<file path="src/rtl/pcm_multi_player_pkg.sv">
// pcm_multi_player_pkg
// Shared definitions for the N-channel PCM sample player: register offsets
// inside each channel's 8-entry register window, the end-marker bit position
// in ROM data, and the per-channel playback state record.
// The state record is sized for the widest supported configuration
// (AW up to 24, PW up to 16); voices keep the unused upper bits at zero.
package pcm_multi_player_pkg;

  localparam logic [2:0] REG_PITCH_L = 3'd0;
  localparam logic [2:0] REG_PITCH_H = 3'd1;
  localparam logic [2:0] REG_START_0 = 3'd2;
  localparam logic [2:0] REG_START_1 = 3'd3;
  localparam logic [2:0] REG_START_2 = 3'd4;
  localparam logic [2:0] REG_KEYON   = 3'd5;
  localparam logic [2:0] REG_KEYOFF  = 3'd6;
  localparam logic [2:0] REG_VOLCTL  = 3'd7;

  localparam int END_BIT  = 7;
  localparam int ADDR_MAX = 24;
  localparam int PRE_MAX  = 16;

  typedef struct packed {
    logic [ADDR_MAX-1:0] addr;
    logic [PRE_MAX-1:0]  pre;
    logic                active;
    logic [6:0]          sample;
  } voice_state_t;

endpackage

</file>
<file path="src/rtl/pcm_voice.sv">
// pcm_voice
// One playback channel: its register file (PITCH, START, VOL, LOOP), the
// pitch prescaler, the ROM address counter and end-marker stop/loop handling.
// Ports:
//   CLK, NRES   clock, asynchronous active-low reset
//   wr          register write aimed at this channel
//   wreg, wd    register offset and write data
//   slot_hit    this channel owns the current scheduler slot
//   fetch       RD carries data fetched for this channel this cycle
//   rd          ROM data (bit END_BIT = end marker, 6:0 = sample)
//   addr        current sample address
//   active      channel is playing
//   sample      last latched sample
//   vol         4-bit volume for the mixer
//   end_p       one-cycle pulse on an end-marker fetch
// Supports 17 <= AW <= 24 and 9 <= PW <= 16.
module pcm_voice
  import pcm_multi_player_pkg::*;
#(
  parameter int AW = 17,
  parameter int PW = 12
) (
  input  logic          CLK,
  input  logic          NRES,
  input  logic          wr,
  input  logic [2:0]    wreg,
  input  logic [7:0]    wd,
  input  logic          slot_hit,
  input  logic          fetch,
  input  logic [7:0]    rd,
  output logic [AW-1:0] addr,
  output logic          active,
  output logic [6:0]    sample,
  output logic [3:0]    vol,
  output logic          end_p
);

  localparam logic [ADDR_MAX-1:0] ADDR_MASK = ADDR_MAX'((33'd1 << AW) - 33'd1);
  localparam logic [PRE_MAX-1:0]  PRE_FULL  = PRE_MAX'((17'd1 << PW) - 17'd1);

  logic [PW-1:0] pitch;
  logic [AW-1:0] start;
  logic          loop;
  logic          keyon;
  logic          keyoff;
  voice_state_t  st;

  assign keyon  = wr && (wreg == REG_KEYON);
  assign keyoff = wr && (wreg == REG_KEYOFF);
  assign addr   = st.addr[AW-1:0];
  assign active = st.active;
  assign sample = st.sample;

  // Byte-wide register writes; PITCH and START only matter at the next
  // reload, so the running address and prescaler are left alone here.
  always_ff @(posedge CLK or negedge NRES) begin
    if (!NRES) begin
      pitch <= '0;
      start <= '0;
      vol   <= '0;
      loop  <= 1'b0;
    end else if (wr) begin
      case (wreg)
        REG_PITCH_L: pitch[7:0]     <= wd;
        REG_PITCH_H: pitch[PW-1:8]  <= wd[PW-9:0];
        REG_START_0: start[7:0]     <= wd;
        REG_START_1: start[15:8]    <= wd;
        REG_START_2: start[AW-1:16] <= wd[AW-17:0];
        REG_VOLCTL: begin
          vol  <= wd[3:0];
          loop <= wd[4];
        end
        default: ;
      endcase
    end
  end

  // Playback state. KEYON beats everything, including an end marker that
  // arrives in the same cycle; the end marker in turn overrides any
  // prescaler step on the address. END_P fires on every end-marker fetch
  // of a playing channel regardless of what else happens that cycle.
  always_ff @(posedge CLK or negedge NRES) begin
    if (!NRES) begin
      st    <= '0;
      end_p <= 1'b0;
    end else begin
      end_p <= fetch && st.active && rd[END_BIT];
      if (keyon) begin
        st.active <= 1'b1;
        st.addr   <= ADDR_MAX'(start);
        st.pre    <= PRE_MAX'(pitch);
      end else if (keyoff) begin
        st.active <= 1'b0;
      end else if (st.active) begin
        if (slot_hit) begin
          if (st.pre == PRE_FULL) begin
            st.pre  <= PRE_MAX'(pitch);
            st.addr <= (st.addr + ADDR_MAX'(1)) & ADDR_MASK;
          end else begin
            st.pre <= st.pre + PRE_MAX'(1);
          end
        end
        if (fetch) begin
          if (rd[END_BIT]) begin
            if (loop) begin
              st.addr <= ADDR_MAX'(start);
              st.pre  <= PRE_MAX'(pitch);
            end else begin
              st.active <= 1'b0;
            end
          end else begin
            st.sample <= rd[6:0];
          end
        end
      end
    end
  end

endmodule

</file>
<file path="src/rtl/pcm_multi_player.sv">
// pcm_multi_player
// N-channel PCM sample player sharing one external sample ROM through a
// round-robin slot scheduler, with a registered volume-weighted mix.
// Ports:
//   CLK, NRES  clock, asynchronous active-low reset
//   WE, WA, WD register write strobe, {channel, reg[2:0]} address, data
//   SA         registered sample ROM address
//   RD         ROM data, valid one cycle after SA
//   SAMPLE     per-channel latched samples, channel c at [7c+6:7c]
//   MIX        sum of SAMPLE*VOL over a frame, updated at each frame start
//   ACTIVE     per-channel playing flags
//   END_P      per-channel end-marker pulses
module pcm_multi_player
  import pcm_multi_player_pkg::*;
#(
  parameter int NCH = 4,
  parameter int AW  = 17,
  parameter int PW  = 12,
  parameter int CW  = $clog2(NCH)
) (
  input  logic              CLK,
  input  logic              NRES,
  input  logic              WE,
  input  logic [CW+2:0]     WA,
  input  logic [7:0]        WD,
  output logic [AW-1:0]     SA,
  input  logic [7:0]        RD,
  output logic [NCH*7-1:0]  SAMPLE,
  output logic [10+CW:0]    MIX,
  output logic [NCH-1:0]    ACTIVE,
  output logic [NCH-1:0]    END_P
);

  localparam int MW = 11 + CW;

  logic [CW-1:0] slot;
  logic [CW-1:0] sa_ch;
  logic [CW-1:0] rd_ch;
  logic          sa_vld;
  logic          rd_vld;
  logic [AW-1:0] v_addr   [NCH];
  logic [6:0]    v_sample [NCH];
  logic [3:0]    v_vol    [NCH];
  logic [MW-1:0] acc;
  logic [MW-1:0] term;

  // One voice per channel; channel indices with no voice never match, so
  // writes to them fall on the floor.
  for (genvar c = 0; c < NCH; c++) begin : g_voice
    pcm_voice #(.AW(AW), .PW(PW)) u_voice (
      .CLK      (CLK),
      .NRES     (NRES),
      .wr       (WE && (WA[CW+2:3] == CW'(c))),
      .wreg     (WA[2:0]),
      .wd       (WD),
      .slot_hit (slot == CW'(c)),
      .fetch    (rd_vld && (rd_ch == CW'(c))),
      .rd       (RD),
      .addr     (v_addr[c]),
      .active   (ACTIVE[c]),
      .sample   (v_sample[c]),
      .vol      (v_vol[c]),
      .end_p    (END_P[c])
    );
    assign SAMPLE[7*c +: 7] = v_sample[c];
  end

  // Weighted contribution of the channel owning the current slot.
  always_comb begin
    term = '0;
    term = MW'(v_sample[slot]) * MW'(v_vol[slot]);
  end

  // Slot scheduler and ROM pipeline: the slot's address goes out on SA,
  // the ROM answers a cycle later, and the channel tag (plus whether the
  // channel was playing when the fetch was issued) travels alongside so
  // the data lands in the right voice. The mixer accumulates one term per
  // slot and publishes the frame total as the slot counter wraps to 0.
  always_ff @(posedge CLK or negedge NRES) begin
    if (!NRES) begin
      slot   <= '0;
      SA     <= '0;
      sa_ch  <= '0;
      sa_vld <= 1'b0;
      rd_ch  <= '0;
      rd_vld <= 1'b0;
      acc    <= '0;
      MIX    <= '0;
    end else begin
      slot   <= (slot == CW'(NCH-1)) ? '0 : slot + CW'(1);
      SA     <= v_addr[slot];
      sa_ch  <= slot;
      sa_vld <= ACTIVE[slot];
      rd_ch  <= sa_ch;
      rd_vld <= sa_vld;
      if (slot == CW'(NCH-1)) begin
        MIX <= acc + term;
        acc <= '0;
      end else begin
        acc <= acc + term;
      end
    end
  end

endmodule

</file>
<file path="config.mk">
export PLATFORM = sky130hd
export DESIGN_NAME = pcm_multi_player
export DESIGN_NICKNAME = d
export VERILOG_FILES = /design/src/rtl/pcm_multi_player_pkg.sv /design/src/rtl/pcm_voice.sv /design/src/rtl/pcm_multi_player.sv
export SDC_FILE = /design/constraint.sdc
export NUM_CORES = 1
export LEC_CHECK = 0
export ABC_AREA = 1
export CAP_MARGIN = 20
export CELL_PAD_IN_SITES_DETAIL_PLACEMENT = 0
export CELL_PAD_IN_SITES_GLOBAL_PLACEMENT = 2
export CORE_MARGIN = 4
export CORE_UTILIZATION = 39
export CTS_CLUSTER_SIZE = 10
export DETAILED_ROUTE_END_ITERATION = 6
export HOLD_SLACK_MARGIN = 0.06
export PLACE_DENSITY_LB_ADDON = 0.1
export SYNTH_ARGS = -nofsm -noshare
export SYNTH_HDL_FRONTEND = slang
export SYNTH_SLANG_ARGS = --single-unit
</file>
<file path="constraint.sdc">
create_clock -name CLK -period 12.3 [get_ports CLK]
set_input_delay 1.845 -clock CLK [delete_from_list [all_inputs] [get_ports CLK]]
set_output_delay 1.845 -clock CLK [all_outputs]
set_load 0.1 [all_outputs]
</file>
# Word-level counts from Yosys, hierarchy flattened
# Cells that the tools add are included.
# totals
register_bits,383
out_inout_bits,66
elab_cells,228
# op_classes
n_addsub,10
mul,1
n_lt_le_gt_ge,2
eq_ne,24
muxes,61
bitwise,10
n_reduce_logical,64
# ops
op,count
40-bit 2-to-1 mux,12
48-bit 2-to-1 mux,8
41-bit 2-to-1 mux,8
24-bit 2-to-1 mux,4
17-bit by 1-bit adder with 17-bit output (second input constant),4
16-bit by 1-bit adder with 16-bit output (second input constant),4
16-bit by 12-bit equality test with 1-bit output (second input constant),4
16-bit 2-to-1 mux,4
2-bit AND reduction,28
7-bit 2-to-1 mux,6
17-bit binary-select mux with 2-bit select,1
17-bit 2-to-1 mux,2
1-bit logical AND,24
5-bit AND reduction,4
7-bit binary-select mux with 2-bit select,1
13-bit by 11-bit adder with 13-bit output,1
13-bit 2-to-1 mux,1
2-bit equality test (second input constant),6
3-bit equality test (second input constant),4
7-bit by 4-bit multiplier with 11-bit output,1
1-bit 2-to-1 mux,9
1-bit inverter,9
4-bit binary-select mux with 2-bit select,1
4-bit 2-to-1 mux,2
other kinds (13),24

# Logic depth before layout (Yosys ltp)
# depth
ltp_word,9
mapped_depth,22

# Hierarchy
# From an unflattened synthesis, not the netlist that was laid out.
# unflattened
hier_cells,2977
area_unflattened_um2,22152.5
# by_module_without_submodules
module,n_inst,cells_each,area_per_inst_um2
pcm_voice at g_voice[0].u_voice ...,2,621,4626.9
pcm_voice at g_voice[3].u_voice,1,631,4561.9
pcm_voice at g_voice[2].u_voice,1,601,4541.9
pcm_multi_player,1,503,3794.9

# Worst setup path after synthesis
# Ideal clock, no wire load.
# synth_timing
path_kind,reg2reg
from,reg slot[0]
to,reg MIX[10]
arrival_time_ns,4.230
t_required_ns,12.232
setup_slack_ns,8.003
stages_incl_launch_ff,21
cell_sequence,dfrtp_1 -> buf_2 -> inv_2 -> clkbuf_1 -> nand2_1 -> a32oi_1 -> inv_1 -> nor2_1 -> fa_1 -> fa_1 -> inv_1 -> fa_1 -> inv_1 -> ha_1 -> a21oi_1 -> a21boi_0 -> o21ai_0 -> a21oi_1 -> nand2b_1 -> nand3_1 -> nand2_1
# synth_between
elab_chain_len,6
# synth_lines
item,line_no,text
"start, declared",pcm_multi_player.sv:36,logic [CW-1:0] slot;
"start signal, assigned",pcm_multi_player.sv:90,slot <= (slot == CW'(NCH-1)) ? '0 : slot + CW'(1);
2-bit inverter with 3-bit output (not written as such),pcm_multi_player.sv:71,term = MW'(v_sample[slot]) * MW'(v_vol[slot]);
7-bit binary-select mux with 2-bit select or 4-bit binary-select mux with 2-bit select (tied branches),pcm_multi_player.sv:71,
7-bit 2-to-1 mux (not written as such) or 4-bit 2-to-1 mux (tied branches) (2 in a row),pcm_multi_player.sv:71,
7-bit by 4-bit multiplier with 11-bit output,pcm_multi_player.sv:71,
13-bit by 11-bit adder with 13-bit output,pcm_multi_player.sv:97,MIX <= acc + term;
"end signal, assigned",pcm_multi_player.sv:97,
"end, declared",pcm_multi_player.sv:29,"output logic [10+CW:0] MIX,"
# Several ways; a longest one is shown, not always the timed one. The select of a mux whose other input is x is not followed.
# A chain may end at the register's enable or synchronous reset.

# Worst setup path after layout
# layout_timing
from,reg slot[1]
to,reg MIX[8]
# Same word-level chain as after synthesis.

==> flow_summary.toml <==
[global_routing]
grt_pass1_wl_mm = 112
first_global_vias = 18948
grtUsageTotal_pct = 24.0
grt_max_degree = 178
antenna_found_initial = 0
grt.overflow.total = 0

[final_layout]
drive_above_1_share_pct = 5.70
nNetsFinal = 3032
multi_input_area_mm2 = 0.0106
seqCellArea_mm2 = 0.00888
fin_util_pct = 44.5
instances_no_fill = 3681
area_growth_pct = 12.5
fill_cells = 5521
final_area_mm2 = 0.0240

[clock_tree]
cts_buffers = 46
ctsHtreeMaxLevel = 2
clk_pin_slew_ps = 60
post_cts_buffers = 0
hold_buffers = 0
cts_tree = "built"
cts.sinks = 355
clk-insertion-delay-late_ps = 590
cts_root_buffer = "clkbuf_16"
cts_resized = 0
clockBufferDepth = 3

[setup_path]
critPathRequiredTime_ps = 12740
r2r-end = "MIX[8]"
reg2reg_slack_ps = 7440
critPathArrivalTime_ps = 5300
end_kind = "register"
critPathLaunch = "slot[1]"
cp_max_fo = 56
reg2reg_from = "slot[1]"
start_kind = "register"
r2r_cells = 17
crit_type = "register to register"

[floorplan]
design.die.area_mm2 = 0.0585
chipWidth_um = 242
io_pins = 90
start_util_pct = 39.5
row_count = 85
die_y_um = 242
core_mm2 = 0.0539

[synth]
synth.top_cells.by_count = "nand2_1, nor2_1, dfrtp_1"
synth-edff-count = 0
yosys_warnings = 0
synth_area_mm2 = 0.0213
yosys.area.top_type_share_pct = 41.7
synth_area_leaders = "dfrtp_1, nand2_1, o21ai_0"
syn_inst = 2956
ys.flop_type = "dfrtp_1"
syn_avg_cell_area_um2 = 7.21
yosysSeqAreaShare_pct = 41.7
syn_nets = 3031
yosys.area.top_type = "dfrtp_1"
yosysMostFrequentCell = "nand2_1"
synthDistinctLibCells = 52
synth_seq_cells = 355
synthArstFlopShare_pct = 100

[route]
routedWlPerCell_um = 19.2
ant_nets = 0
vias = 19570
wl_mm = 70.6
first_pass_iters = 5
drc = 0
drt_iter0_markers = 1279
viasPerCell = 5.32

[timing]
maxSlewHeadroom_pct = 26.4
rsz0062_at_grt = "no"
setup_viol = 0
slew_violations = 0
layout_setup_ws_ps = 7440
tns_ps = 0
worst_pin_slew_ps = 1100
min_period_over_period_pct = 39.6
whs_ps = 347
clock.fmax_mhz = 206
clock-skew-final_ps = 16.1
hold_viol = 0
finalCriticalPeriod_ps = 4860

[placement]
port_buffers = 89
dp_hpwl_mm = 47.7
gp_congestion = 0.841
preCtsSetupSlack_ps = 7040
dp.cells = 3604
placed_area_mm2 = 0.0225

[power_and_ir_drop]
power_switching_mw = 2.39
p_leak_nw = 11.3
p_clk_share_pct = 25.0
p_comb_share_pct = 38.8
swShare_pct = 44.9
power_mw = 5.32
seqPwrFrac_pct = 36.3
power_density_mw_per_mm2 = 222
peakVddDrop_uv = 141
p_int_mw = 2.93

[worst_hold_path]
hp-class = "register to register"
min_path_cells = 0
hp-start = "sa_ch[0]"
hold_path_end = "rd_ch[0]"

[run_status]
status = "completed"

[flow_run]
maxCapViolCount = 0
==> state kept, by name (all words and copies together), names as in the netlist, 2 cells and up <==
register	flops
g_voice.u_voice.active	4
g_voice.u_voice.start	68
g_voice.u_voice.loop	4
SA	17
acc	13
slot	2
sa_ch	2
g_voice.u_voice.st	64
rd_ch	2
g_voice.u_voice.end_p	4
g_voice.u_voice.vol	16
g_voice.u_voice.sample	28
g_voice.u_voice.pitch	48
g_voice.u_voice.addr	68
MIX	13
==> logic make-up (layout without fill, tap and decap cells) <==
family	count (synthesis)	in the layout	synth area share, %
other	0	2	0
buffers and inverters	420	447	8.41
DFF	355	355	41.7
xor gates and xnor gates	56	56	2.30
adders and majority gates	51	51	3.63
AOI/OAI and AO/OA	630	630	15.9
and+or+nand+nor	1444	1444	28.1
==> worst max-delay path by stage <==
stage | end | slack (ps) | depth (start not counted)
after floorplan | MIX[10] | 8000 | 20
after global placement | g_voice[2].u_voice.st[11] | 7080 | 9
after detailed placement | g_voice[2].u_voice.st[11] | 7040 | 9
after CTS | MIX[8] | 7350 | 17
after global routing | MIX[10] | 6950 | 19
final | MIX[8] | 7440 | 17
==> layer usage <==
| metal | wire length [um] | global-route usage (%) |
|---|---|---|
| met1 | 32400 | 33.6 |
| met3 | 4140 | 4.14 |
| met5 | 0 | 0 |
| met4 | 1490 | 6.01 |
| met2 | 32500 | 38.8 |
==> placed cells by master, fill, tap and decap left out, types with 7 or more instances in the layout <==
| master | netlist | layout |
|---|---|---|
| o22ai_1 | 18 | 18 |
| nand2_1 | 808 | 808 |
| nand2_2 | 16 | 16 |
| buf_4 | 42 | 18 |
| inv_2 | 20 | 20 |
| clkbuf_8 | 0 | 11 |
| dfrtp_1 | 355 | 354 |
| nor2_2 | 10 | 10 |
| a31oi_1 | 10 | 10 |
| clkbuf_16 | 0 | 47 |
| o21ai_1 | 11 | 11 |
| nor2_1 | 390 | 390 |
| o211ai_1 | 19 | 19 |
| ha_1 | 33 | 33 |
| a32oi_1 | 8 | 8 |
| xor2_1 | 51 | 51 |
| clkbuf_1 | 64 | 8 |
| clkdlybuf4s50_1 | 0 | 88 |
| nand4_1 | 29 | 29 |
| a21oi_1 | 232 | 232 |
| inv_1 | 241 | 241 |
| nand3_1 | 112 | 112 |
| fa_1 | 18 | 18 |
| nand3_2 | 7 | 7 |
| o21ai_0 | 293 | 293 |
| a22oi_1 | 17 | 17 |
| nor3_1 | 41 | 39 |
==> critical path: stages, from the launching register on <==
cell and delay [ps]:
dfrtp_1 470, inv_2 80, buf_4 500, a21oi_1 80, a32oi_1 350, inv_1 150
nor2_1 150, fa_1 450, fa_1 490, inv_1 50, fa_1 470, inv_1 40
ha_1 320, a21oi_1 210, a21boi_0 290, o21ai_0 190, xnor2_1 290, o21ai_0 120
==> area by class of cell <==
| class | instances | share of cell area [%] |
|---|---|---|
| repair buffers | 111 | 4.70 |
| clock buffers | 66 | 5.66 |
| inverters | 262 | 4.10 |
| flip-flops and latches | 355 | 37.1 |
| well taps | 696 | 3.63 |
| clock inverters | 8 | 0.402 |
| multi-input cells | 2181 | 44.4 |
| diodes | 2 | 0.0209 |
==> power by group through the flow <==
stage,registers (mW),logic [mW],clock network [mW]
6_report,1.93,2.06,1.33
5_1_grt,1.99,2.29,1.41
4_1_cts,1.93,2.07,1.36
3_5_place_dp,1.95,2.06,0
3_3_place_gp,1.94,2.04,0
2_1_floorplan,2.09,1.35,0
Note: power is estimated with default switching activity, not from simulation.
